$ cat src/rtl/timer_apb_regif.sv
`default_nettype none
// ============================================================================
//  Module      : timer_apb_regif
//  Description : APB responder register block for the 8-bit timer. Decodes
//                paddr, holds TDR / TCR / TSR, feeds configuration to the
//                counter core and returns register contents on reads.
//                A registered pready is produced after WAIT_CYCLES wait
//                states in the access phase.
//  Revision    : 1.0 - initial release
// ----------------------------------------------------------------------------
//  Build option:
//    TIMER_APB_PSLVERR_EN - when defined, accesses to unmapped addresses and
//                           writes to TCNT complete with pslverr=1, change no
//                           register and return prdata=0. When undefined,
//                           pslverr is tied low and such accesses are ignored.
// ----------------------------------------------------------------------------
//  Parameters:
//    WAIT_CYCLES : access-phase cycles with pready=0 before pready=1 (0..7)
//    TCR_MASK    : writable bits of TCR; masked bits always read 0
// ----------------------------------------------------------------------------
//  Ports:
//    pclk, presetn        : clock, asynchronous active-low reset
//    psel, penable,
//    pwrite, paddr,
//    pwdata               : APB request from the CPU-side master
//    prdata, pready,
//    pslverr              : APB response (all registered)
//    cnt_in               : live counter value, readable as TCNT
//    ovf_set, udf_set     : one-cycle status set pulses from the core
//    tdr, tcr, tsr        : register contents driven to the core
// ----------------------------------------------------------------------------
//  Address map:
//    8'h00 TDR  RW
//    8'h01 TCR  RW (masked by TCR_MASK, bit 7 self-clears)
//    8'h02 TSR  R {6'b0,tsr}, W1C per bit
//    8'h03 TCNT RO (cnt_in)
// ============================================================================
module timer_apb_regif #(
    parameter int unsigned WAIT_CYCLES = 1,
    parameter logic [7:0]  TCR_MASK    = 8'hB3
) (
    input  logic       pclk,
    input  logic       presetn,
    input  logic       psel,
    input  logic       penable,
    input  logic       pwrite,
    input  logic [7:0] paddr,
    input  logic [7:0] pwdata,
    output logic [7:0] prdata,
    output logic       pready,
    output logic       pslverr,
    input  logic [7:0] cnt_in,
    input  logic       ovf_set,
    input  logic       udf_set,
    output logic [7:0] tdr,
    output logic [7:0] tcr,
    output logic [1:0] tsr
);

    localparam logic [7:0] c_ADDR_TDR  = 8'h00;
    localparam logic [7:0] c_ADDR_TCR  = 8'h01;
    localparam logic [7:0] c_ADDR_TSR  = 8'h02;
    localparam logic [7:0] c_ADDR_TCNT = 8'h03;

    localparam logic [2:0] c_WAIT_LOAD = 3'(WAIT_CYCLES);

    typedef enum logic [1:0] {
        ST_IDLE  = 2'd0,
        ST_WAIT  = 2'd1,
        ST_READY = 2'd2
    } state_t;

    state_t     state_q, state_d;
    logic [2:0] cnt_q,   cnt_d;
    logic [7:0] tdr_q,   tdr_d;
    logic [7:0] tcr_q,   tcr_d;
    logic [1:0] tsr_q,   tsr_d;
    logic [7:0] prdata_q, prdata_d;
    logic       pready_q;
    logic       pslverr_q;

    // ------------------------------------------------------------------
    // Address decode
    // ------------------------------------------------------------------
    logic w_sel_tdr;
    logic w_sel_tcr;
    logic w_sel_tsr;
    logic w_sel_tcnt;
    logic w_mapped;
    logic w_err;

    assign w_sel_tdr  = (paddr == c_ADDR_TDR);
    assign w_sel_tcr  = (paddr == c_ADDR_TCR);
    assign w_sel_tsr  = (paddr == c_ADDR_TSR);
    assign w_sel_tcnt = (paddr == c_ADDR_TCNT);
    assign w_mapped   = w_sel_tdr | w_sel_tcr | w_sel_tsr | w_sel_tcnt;

`ifdef TIMER_APB_PSLVERR_EN
    // Unmapped accesses and TCNT writes are reported as errors.
    assign w_err = ~w_mapped | (pwrite & w_sel_tcnt);
`else
    // No error reporting: pslverr_q can never be set.
    assign w_err = 1'b0;
`endif

    // ------------------------------------------------------------------
    // Transfer FSM: next state and wait counter
    // ------------------------------------------------------------------
    always_comb begin
        state_d = state_q;
        cnt_d   = cnt_q;
        case (state_q)
            ST_IDLE: begin
                // Setup phase starts a transfer.
                if (psel && !penable) begin
                    if (c_WAIT_LOAD == 3'd0) begin
                        state_d = ST_READY;
                    end else begin
                        state_d = ST_WAIT;
                        cnt_d   = c_WAIT_LOAD;
                    end
                end
            end
            ST_WAIT: begin
                if (!psel) begin
                    // Master abandoned the transfer: nothing is committed.
                    state_d = ST_IDLE;
                    cnt_d   = 3'd0;
                end else if (penable) begin
                    if (cnt_q == 3'd1) begin
                        state_d = ST_READY;
                        cnt_d   = 3'd0;
                    end else begin
                        cnt_d = cnt_q - 3'd1;
                    end
                end
            end
            ST_READY: begin
                state_d = ST_IDLE;
            end
            default: begin
                state_d = ST_IDLE;
                cnt_d   = 3'd0;
            end
        endcase
    end

    // ------------------------------------------------------------------
    // Read data: captured on the edge that enters READY so that prdata
    // is valid for exactly the cycle in which pready is high.
    // ------------------------------------------------------------------
    always_comb begin
        prdata_d = 8'h00;
        if ((state_d == ST_READY) && !pwrite && !w_err) begin
            case (paddr)
                c_ADDR_TDR:  prdata_d = tdr_q;
                c_ADDR_TCR:  prdata_d = tcr_q;
                c_ADDR_TSR:  prdata_d = {6'b000000, tsr_q};
                c_ADDR_TCNT: prdata_d = cnt_in;
                default:     prdata_d = 8'h00;
            endcase
        end
    end

    // ------------------------------------------------------------------
    // Register updates. Writes commit on the edge that ends READY.
    // ------------------------------------------------------------------
    logic       w_wr_en;
    logic [1:0] w_w1c;

    assign w_wr_en = (state_q == ST_READY) & psel & penable & pwrite & ~w_err;
    assign w_w1c   = (w_wr_en && w_sel_tsr) ? pwdata[1:0] : 2'b00;

    always_comb begin
        tdr_d = tdr_q;
        if (w_wr_en && w_sel_tdr) begin
            tdr_d = pwdata;
        end
    end

    always_comb begin
        tcr_d    = tcr_q;
        // Load strobe lasts a single cycle after being written.
        tcr_d[7] = 1'b0;
        if (w_wr_en && w_sel_tcr) begin
            tcr_d = pwdata & TCR_MASK;
        end
    end

    // Hardware set takes priority over a simultaneous software clear.
    assign tsr_d = (tsr_q & ~w_w1c) | {udf_set, ovf_set};

    // ------------------------------------------------------------------
    // State and output registers
    // ------------------------------------------------------------------
    always_ff @(posedge pclk or negedge presetn) begin
        if (!presetn) begin
            state_q   <= ST_IDLE;
            cnt_q     <= 3'd0;
            tdr_q     <= 8'h00;
            tcr_q     <= 8'h00;
            tsr_q     <= 2'b00;
            prdata_q  <= 8'h00;
            pready_q  <= 1'b0;
            pslverr_q <= 1'b0;
        end else begin
            state_q   <= state_d;
            cnt_q     <= cnt_d;
            tdr_q     <= tdr_d;
            tcr_q     <= tcr_d;
            tsr_q     <= tsr_d;
            prdata_q  <= prdata_d;
            pready_q  <= (state_d == ST_READY);
            pslverr_q <= (state_d == ST_READY) & w_err;
        end
    end

    assign prdata  = prdata_q;
    assign pready  = pready_q;
    assign pslverr = pslverr_q;
    assign tdr     = tdr_q;
    assign tcr     = tcr_q;
    assign tsr     = tsr_q;

endmodule
`default_nettype wire

$ cat config.mk
export PLATFORM = sky130hd
export DESIGN_NAME = timer_apb_regif
export DESIGN_NICKNAME = d
export VERILOG_FILES = /design/src/rtl/timer_apb_regif.sv
export SDC_FILE = /design/constraint.sdc
export NUM_CORES = 1
export LEC_CHECK = 0
export ABC_AREA = 1
export CAP_MARGIN = 20
export CORE_MARGIN = 10
export CORE_UTILIZATION = 39
export DETAILED_ROUTE_END_ITERATION = 10
export PLACE_DENSITY = 0.77
export SYNTH_ARGS = -nofsm -noshare
export SYNTH_HDL_FRONTEND = slang
export SYNTH_SLANG_ARGS = --single-unit
$ cat constraint.sdc
create_clock -name pclk -period 1.3 [get_ports pclk]
set_input_delay 0.13 -clock pclk [delete_from_list [all_inputs] [get_ports pclk]]
set_output_delay 0.13 -clock pclk [all_outputs]
set_load 0.005 [all_outputs]
Word-level counts from Yosys, hierarchy flattened

Cells that the tools add are included.

Add/subtract/negate cells: 1
Equal/unequal tests: 9
Mux-type cells: 14
Bitwise logic cells: 7
Reductions and logical operators: 10

Operator list:

| operator                                          | number |
|---|---|
| one-hot mux 8 bit (4 select lines)                | 1 |
| == test 8 x 2 -> 1 bit (second input constant)    | 2 |
| 2-to-1 mux 8 bit                                  | 2 |
| 2-to-1 mux 3 bit                                  | 4 |
| 2-to-1 mux 2 bit                                  | 5 |
| one-hot mux 3 bit (3 select lines)                | 1 |
| == test 8 x 1 -> 1 bit (second input constant)    | 1 |
| zero test 8 bit                                   | 1 |
| logical AND 1 bit                                 | 5 |
| == test 2 bit (second input constant)             | 2 |
| one-hot mux 2 bit (2 select lines)                | 1 |
| bitwise AND 1 bit                                 | 3 |
| == test 3 x 1 -> 1 bit (second input constant)    | 1 |
| != test 3 bit (second input constant)             | 1 |
| AND reduction 3 bit                               | 1 |
| subtractor 3 x 1 -> 3 bit (second input constant) | 1 |
| bitwise AND 2 bit                                 | 1 |
| == test 2 x 1 -> 1 bit (second input constant)    | 1 |
| zero test 1 bit                                   | 2 |
| zero test 2 bit                                   | 1 |
| != test 2 bit (second input constant)             | 1 |
| inverter 2 bit                                    | 1 |
| bitwise OR 2 bit                                  | 1 |
| inverter 1 bit                                    | 1 |

Flip-flop bits (word level): 29
Input port bits: 31
Output and inout port bits: 28

Longest topological paths before layout

Gate-level depths: netlist (run 1).

Word-level depth: 9
Depth in mapped cells: 8
Mapped depth without buffers: 8

Worst setup path after synthesis (run 1)

OpenSTA, ideal clock, no wires.

Path type: reg2reg
Start point: register state_q[1]
End point: register tdr_q[4] (netlist: tdr[4])
Setup time: 0.117 ns
Data arrival time: 1.098 ns
Required time: 1.183 ns
Setup slack: 0.085 ns
Stages on the path, launching flop included: 7
Clock period less this slack: 1.215 ns
Cells stage by stage: dfrtp_1 > nand3_2 > nor3_4 > nand2_4 > buf_6 > nand2_2 > o21ai_2

Word-level cells in the longest chain between the ends: 5

Ends and longest elaborated chain:

| what                           | line | source |
|---|---|---|
| from (decl)                    | 73   | `state_t state_q, state_d;` |
| from (signal assigned)         | 207  | `state_q <= state_d;` |
| == test 2 bit                  | 171  | `assign w_wr_en = (state_q == ST_READY) & psel & penable & pwrite & ~w_err;` |
| bitwise AND 1 bit (3 in a row) | 171  |  |
| logical AND 1 bit              | 176  | `if (w_wr_en && w_sel_tdr) begin` |
| to (signal assigned)           | 209  | `tdr_q <= tdr_d;` |
| to (decl)                      | 75   | `logic [7:0] tdr_q, tdr_d;` |

Every way passes these cells.
A chain may end at the register's enable or synchronous reset.

Final worst setup path (run 1)

Start point: register cnt_q[0]
End point: register prdata_q[7] (netlist: prdata[7])

Word-level cells in the longest chain between the ends: 8

Ends and longest elaborated chain:

| what                               | line | source |
|---|---|---|
| from (decl)                        | 74   | `logic [2:0] cnt_q, cnt_d;` |
| from (signal assigned)             | 208  | `cnt_q <= cnt_d;` |
| == test 3 x 1 -> 1 bit             | 130  | `if (cnt_q == 3'd1) begin` |
| 2-to-1 mux 2 bit                   | 130  |  |
| 2-to-1 mux 2 bit                   | 129  | `end else if (penable) begin` |
| 2-to-1 mux 2 bit                   | 125  | `if (!psel) begin` |
| one-hot mux 2 bit (2 select lines) | 112  | `case (state_q)` |
| == test 2 bit                      | -    |  |
| logical AND 1 bit                  | 154  | `if ((state_d == ST_READY) && !pwrite && !w_err) begin` |
| 2-to-1 mux 8 bit                   | 154  |  |
| named net prdata_d[7]              | 78   | `logic [7:0] prdata_q, prdata_d;` |
| to (signal assigned)               | 212  | `prdata_q <= prdata_d;` |
| to (decl)                          | 78   |  |

The timed path passes the listed nets, and every way through them passes these cells.

==> results of run 1 <==
[logic make-up after synthesis]
family                     count (synthesis)  synth area share
DFF                                       29            0.4882
and+or+nand+nor                          101            0.3249
other                                      1          0.002523
adders and majority gates                  2           0.01683
AOI/OAI and AO/OA                         18           0.07323
buffers and inverters                     30           0.09427
[registers in the layout, summed over array words and instances (netlist names)]
signal / cells
prdata: 8
state_q: 2
cnt_q: 3
tsr: 2
tdr: 8
tcr: 5
pready: 1
[report_power, final]
| group | total [W] | switching [W] | internal [W] | leakage, nW |
|---|---|---|---|---|
| clock network | 0.000968 | 0.000344 | 0.000624 | 0.0585 |
| registers | 0.000965 | 0.0000296 | 0.000935 | 0.389 |
| logic | 0.000502 | 0.000229 | 0.000273 | 0.809 |
[worst max-delay path by stage]
| stage | from | to | depth (start not counted) |
|---|---|---|---|
| after detailed placement | pwrite | tsr[1] | 7 |
| final | cnt_q[0] | prdata[7] | 8 |
| after global routing | cnt_q[0] | prdata[7] | 8 |
| after CTS | tdr[4] | tdr[4] | 1 |
| after floorplan | state_q[1] | tdr[4] | 6 |
| after global placement | pwrite | tdr[7] | 6 |
[cell type report]
| type | count | area share |
|---|---|---|
| Clock buffer | 7 | 0.03542 |
| Clock inverter | 1 | 0.01232 |
| Inverter | 23 | 0.03542 |
| Multi-Input combinational cell | 125 | 0.2793 |
| Sequential cell | 29 | 0.2983 |
| Tap cell | 48 | 0.02464 |
| Timing Repair Buffer | 82 | 0.3147 |
[stage by stage]
| stage | power [W] | TNS (ns) |
|---|---|---|
| finish | 0.002435 | 0 |
| global route | 0.002547 | -0.6534 |
| CTS | 0.002330 | 0 |
| detailed placement | 0.001354 | -4.188 |
| global placement | 0.001344 | -3.674 |
| floorplan | 0.001158 | 0 |
[timing repair]
action                     CTS  global route
setup endpoints to repair   19            27
setup buffers                7             7
resized for setup           10            25
pin swaps                    0             8
[layout by cell type (no fill, tap or decap), types with 4 or more instances in the layout]
cell type,instances
nand2_1,41
nand3_1,24
clkdlybuf4s50_1,42
conb_1,4
o21ai_2,5
nand2_2,8
clkbuf_8,6
buf_4,25
inv_1,18
nor2_1,16
inv_2,5
o21ai_1,7
dlygate4sd2_1,9
dfrtp_1,28
[layer usage]
layer,global-route usage,routed length (um)
met1,0.1348,1637
met5,0,0
met2,0.2257,2343
met4,0.06803,109
met3,0.03712,237
[worst max-delay path, stage by stage, from the launching register on]
cell and delay, ns:
dfrtp_1 0.39, buf_6 0.12, ha_4 0.12, nand2_4 0.06, nor3_4 0.20, nand2_2 0.14, inv_2 0.12, nand2_2 0.06
inv_2 0.04
==> impl_metrics.py, run 1 <==
metrics = {
    "logic_synthesis": {
        "syn_area_per_cell_sq_um": 8.212,
        "synth_top_area_cell": "dfrtp_1",
        "async_reset_ff_frac": 1.000,
        "synth_top_area_frac": 0.4882,
        "synth_most_common_cell": "nand2_1",
        "yosys_warnings": 0,
        "netlist_instances": 181,
        "synthDistinctLibCells": 23,
        "ys_ff_latch": 29,
        "synth-edff-count": 0,
        "synth.area.top_cells": "dfrtp_1 (49%), nand2_1 (12%), nand3_1 (8.4%)",
        "ys.flop_type": "dfrtp_1",
        "yosys-top-cells-count": "nand2_1 (46), dfrtp_1 (29), nand3_1 (25), inv_1 (22), nor2_1 (16)",
        "synth_area_sq_um": 1486,
        "yosysSeqAreaShare": 0.4882,
    },
    "final_layout": {
        "final_cells": 315,
        "num_antenna_cells": 0,
        "layout-drive-gt1-share": 0.2509,
        "fillCellCount": 297,
        "multi_input_area_sq_um": 680.7,
        "utilization": 0.6658,
        "finalNetCount": 299,
        "final_area_sq_um": 2437,
        "areaGrowthSynthToFinish_pct": 63.97,
        "regArea_sq_um": 726.9,
    },
    "drt": {
        "ant_nets": 0,
        "drc_errors": 0,
        "drt-vias-per-instance": 4.667,
        "route.vias.total": 1470,
        "wl_per_cell_um": 13.74,
        "routed_wl_um": 4327,
        "first_iter_violations": 62,
        "drt_pre_antenna_iters": 4,
    },
    "sta": {
        "fmax_mhz": 771.3,
        "post-route-period-util": 0.9973,
        "setup_ws_ns": 0.003491,
        "drv_slew": 0,
        "finClkSkew_ns": 0.005096,
        "period_minus_slack_ns": 1.297,
        "setup_viol": 0,
        "hold_viol": 0,
        "hold_ws_ns": 0.2223,
        "rsz0062_at_grt": "yes",
    },
    "global_routing": {
        "grt_use_total": 0.1280,
        "grt_antenna_before_repair": 0,
        "grt_max_degree": 30,
        "first_global_vias": 1410,
        "grt_pass1_wl_um": 6589,
        "overflow": 0,
    },
    "power_and_ir_drop": {
        "powerDensity_nw_per_um2": 998.9,
        "ir_drop_mv": 0.6890,
        "p_leak_nw": 1.257,
    },
    "run": {
        "cap_violations": 0,
    },
    "worst_setup_path": {
        "cp_max_fo": 6,
        "crit-reg2reg-capture": "prdata[7]",
        "cp-start-kind": "flop",
        "r2r_start": "cnt_q[0]",
        "end_kind": "flop",
        "reg2regPathDepth": 8,
        "critPathArrivalTime_ns": 1.53,
        "critical_path_class": "flop to flop",
        "r2r_slack_ns": 0.003,
        "required_ns": 1.53,
    },
    "die": {
        "chipHeight_um": 81.74,
        "design.core.area_sq_um": 3661,
        "start_util": 0.4060,
        "dieArea_sq_um": 6681,
        "row_count": 22,
        "die_w_um": 81.74,
        "ios": 59,
    },
    "clock_network": {
        "cts.sinks": 29,
        "clockRootBuffer": "clkbuf_8",
        "postCtsHoldBufs": 0,
        "numCtsBuffers": 5,
        "clk_pin_slew_ns": 0.06,
        "clock_tree.buffer_depth": 2,
        "clock_latency_ns": 0.28,
        "cts_htree_levels": 2,
        "cts_tree": "yes",
    },
    "placement": {
        "port-buffer-count": 54,
        "hpwlAfterDp_um": 3112,
        "gp_congestion": 0.8325,
        "place_area_sq_um": 2170,
        "dp_cells": 294,
        "dp_slack_ns": -0.1895,
    },
    "worst_hold_path": {
        "min_path_type": "primary input to asynchronous set/reset pin",
    },
    "outcome": {
        "status": "finished, final reports clean",
    },
}
Power figures use the tool's default switching activity.
==> inputs of run 2 (changes only) <==
--- a/config.mk
+++ b/config.mk
@@ -7,10 +7,13 @@
 export LEC_CHECK = 0
 export ABC_AREA = 1
 export CAP_MARGIN = 20
+export CELL_PAD_IN_SITES_DETAIL_PLACEMENT = 0
+export CELL_PAD_IN_SITES_GLOBAL_PLACEMENT = 1
 export CORE_MARGIN = 10
-export CORE_UTILIZATION = 39
+export CORE_UTILIZATION = 27
 export DETAILED_ROUTE_END_ITERATION = 10
-export PLACE_DENSITY = 0.77
+export HOLD_SLACK_MARGIN = 0.12
+export PLACE_DENSITY = 0.75
 export SYNTH_ARGS = -nofsm -noshare
 export SYNTH_HDL_FRONTEND = slang
 export SYNTH_SLANG_ARGS = --single-unit
==> run 2 against run 1 <==
Effect of this change: global-route usage decreased by 3.1 points; hold slack got worse by 0.021 ns; via count decreased by 4.8%; highest routed layer unchanged; register-to-register slack improved by 0.02 ns; clock power increased by 15%; non-clock buffer count decreased by 4; utilization decreased by 20 points; cell count increased by 6.0%; combinational power decreased by 13%.
==> impl_metrics.py, run 2 (synthesized netlist as in run 1, its figures left out) <==
metrics = {
    "final_layout": {
        "num_antenna_cells": 0,
        "finalNetCount": 296,
        "final_cell_mix": "nand2_1 (42), clkdlybuf4s50_1 (41), dfrtp_1 (29)",
        "final_common_cell": "nand2_1",
        "areaGrowthSynthToFinish_pct": 65.57,
        "layout-drive-gt1-share": 0.2273,
        "final_area_sq_um": 2461,
    },
    "worst_setup_path": {
        "r2r_start": "state_q[0]",
        "crit-reg2reg-capture": "prdata[5]",
        "r2r_slack_ns": 0.02,
        "cp-start-kind": "flop",
        "reg2regPathDepth": 8,
        "end_kind": "flop",
        "critPathLaunch": "state_q[0]",
        "critPathArrivalTime_ns": 1.50,
        "cp_max_fo": 6,
        "critical_path_class": "flop to flop",
        "required_ns": 1.52,
    },
    "drt": {
        "routed_wl_um": 4262,
        "drt_pre_antenna_iters": 4,
        "first_iter_violations": 48,
        "route.vias.total": 1400,
        "drc_errors": 0,
        "ant_nets": 0,
        "wl_per_cell_um": 12.76,
        "drt-vias-per-instance": 4.192,
    },
    "sta": {
        "setup_viol": 0,
        "setup_ws_ns": 0.02146,
        "rsz0062_at_grt": "yes",
        "hold_viol": 0,
        "drv_slew": 0,
        "period_minus_slack_ns": 1.279,
        "finClkSkew_ns": 0.004992,
        "post-route-period-util": 0.9835,
        "fin_setup_tns_ns": 0,
        "fmax_mhz": 782.1,
    },
    "placement": {
        "port-buffer-count": 54,
        "dp_slack_ns": -0.2049,
        "gp_congestion": 0.7468,
        "hpwlAfterDp_um": 3301,
        "place_area_sq_um": 2195,
    },
    "power_and_ir_drop": {
        "powerDensity_nw_per_um2": 1020,
        "p_leak_nw": 1.288,
        "ir_drop_mv": 0.5647,
    },
    "clock_network": {
        "clk_pin_slew_ns": 0.07,
        "cts_tree": "yes",
        "postCtsHoldBufs": 0,
        "clockRootBuffer": "clkbuf_8",
        "clock_latency_ns": 0.28,
        "cts.sinks": 29,
        "cts_htree_levels": 2,
        "numCtsBuffers": 5,
        "clock_tree.buffer_depth": 2,
    },
    "die": {
        "dieArea_sq_um": 8873,
        "start_util": 0.2838,
        "ios": 59,
        "row_count": 26,
        "chipHeight_um": 94.20,
        "die_w_um": 94.20,
        "design.core.area_sq_um": 5238,
    },
    "global_routing": {
        "grt_max_degree": 30,
        "overflow": 0,
        "grt_use_total": 0.09651,
        "first_global_vias": 1458,
        "grt_antenna_before_repair": 0,
        "grt_pass1_wl_um": 6734,
    },
    "run": {
        "cap_violations": 0,
    },
    "outcome": {
        "status": "finished, final reports clean",
    },
    "worst_hold_path": {
        "min_path_type": "primary input to asynchronous set/reset pin",
    },
}
## run 2: cell count changes in the layout (fill, tap and decap cells not counted), sizes merged
cell / previous run / this run
dlygate4sd2: 9 / 8
clkinv: 0 / 1
dlymetal6s2s: 3 / 5
nand3: 27 / 28
clkbuf: 7 / 5
clkdlybuf4s50: 42 / 41
buf: 28 / 24
bufinv: 1 / 2
## run 2: through the flow
| stage | util | total power, W | hold slack (ns) | instances |
|---|---|---|---|---|
| 2_1_floorplan | - | 0.001158 | -0.1656 | 184 |
| 3_3_place_gp | 0.4190 | 0.001359 | 0.4938 | 314 |
| 3_5_place_dp | 0.4190 | 0.001360 | 0.4988 | 314 |
| 4_1_cts | 0.4527 | 0.002485 | 0.2063 | 329 |
| 5_1_grt | 0.4699 | 0.002645 | 0.2283 | 334 |
| 6_report | 0.4699 | 0.002510 | 0.2011 | 334 |
## run 2: how the worst max path moves through the flow
stage	endpoint	slack, ns	cells past startpoint
3_5_place_dp	tdr[0]	-0.20	7
2_1_floorplan	tdr[4]	0.08	6
5_1_grt	prdata[4]	-0.09	8
4_1_cts	tcr[1]	0.003	1
6_report	prdata[5]	0.02	8
3_3_place_gp	tdr[7]	-0.18	7
## run 2: routing by layer
metal,part of all wire,GRT usage,up-vias
met3,0.062,0.03517,5
met1,0.43,0.1076,628
met5,0,0,-
met4,0.0094,0.03418,0
met2,0.50,0.1642,33
li1,-,-,734
## run 2: area by class of cell
cell class,count,area [sq um]
Inverter,23,86.33
Clock buffer,5,68.82
Clock inverter,3,65.06
Multi-Input combinational cell,126,675.6
Tap cell,70,87.58
Sequential cell,29,725.7
Timing Repair Buffer,78,752.0
Fill cell,521,2776
## run 2: timing repair
action / CTS / global route
setup endpoints to repair: 14 / 27
pin swaps: 0 / 4
cloned: 0 / 1
buffers inserted: 7 / 4
gates resized for setup: 8 / 21
## run 2: worst max-delay path, cell delays in order (launching register included)
cell	delay, ns
dfrtp_1	0.44
inv_2	0.08
nor2_4	0.12
nand2_2	0.08
nor3_4	0.19
nand2_2	0.14
inv_2	0.09
nand2_1	0.05
inv_1	0.04
## run 2: power breakdown
part | total (W) | internal [W] | switching, W
Sequential | 0.000960 | 0.000934 | 0.0000267
Clock | 0.00111 | 0.000761 | 0.000354
Combinational | 0.000435 | 0.000224 | 0.000211
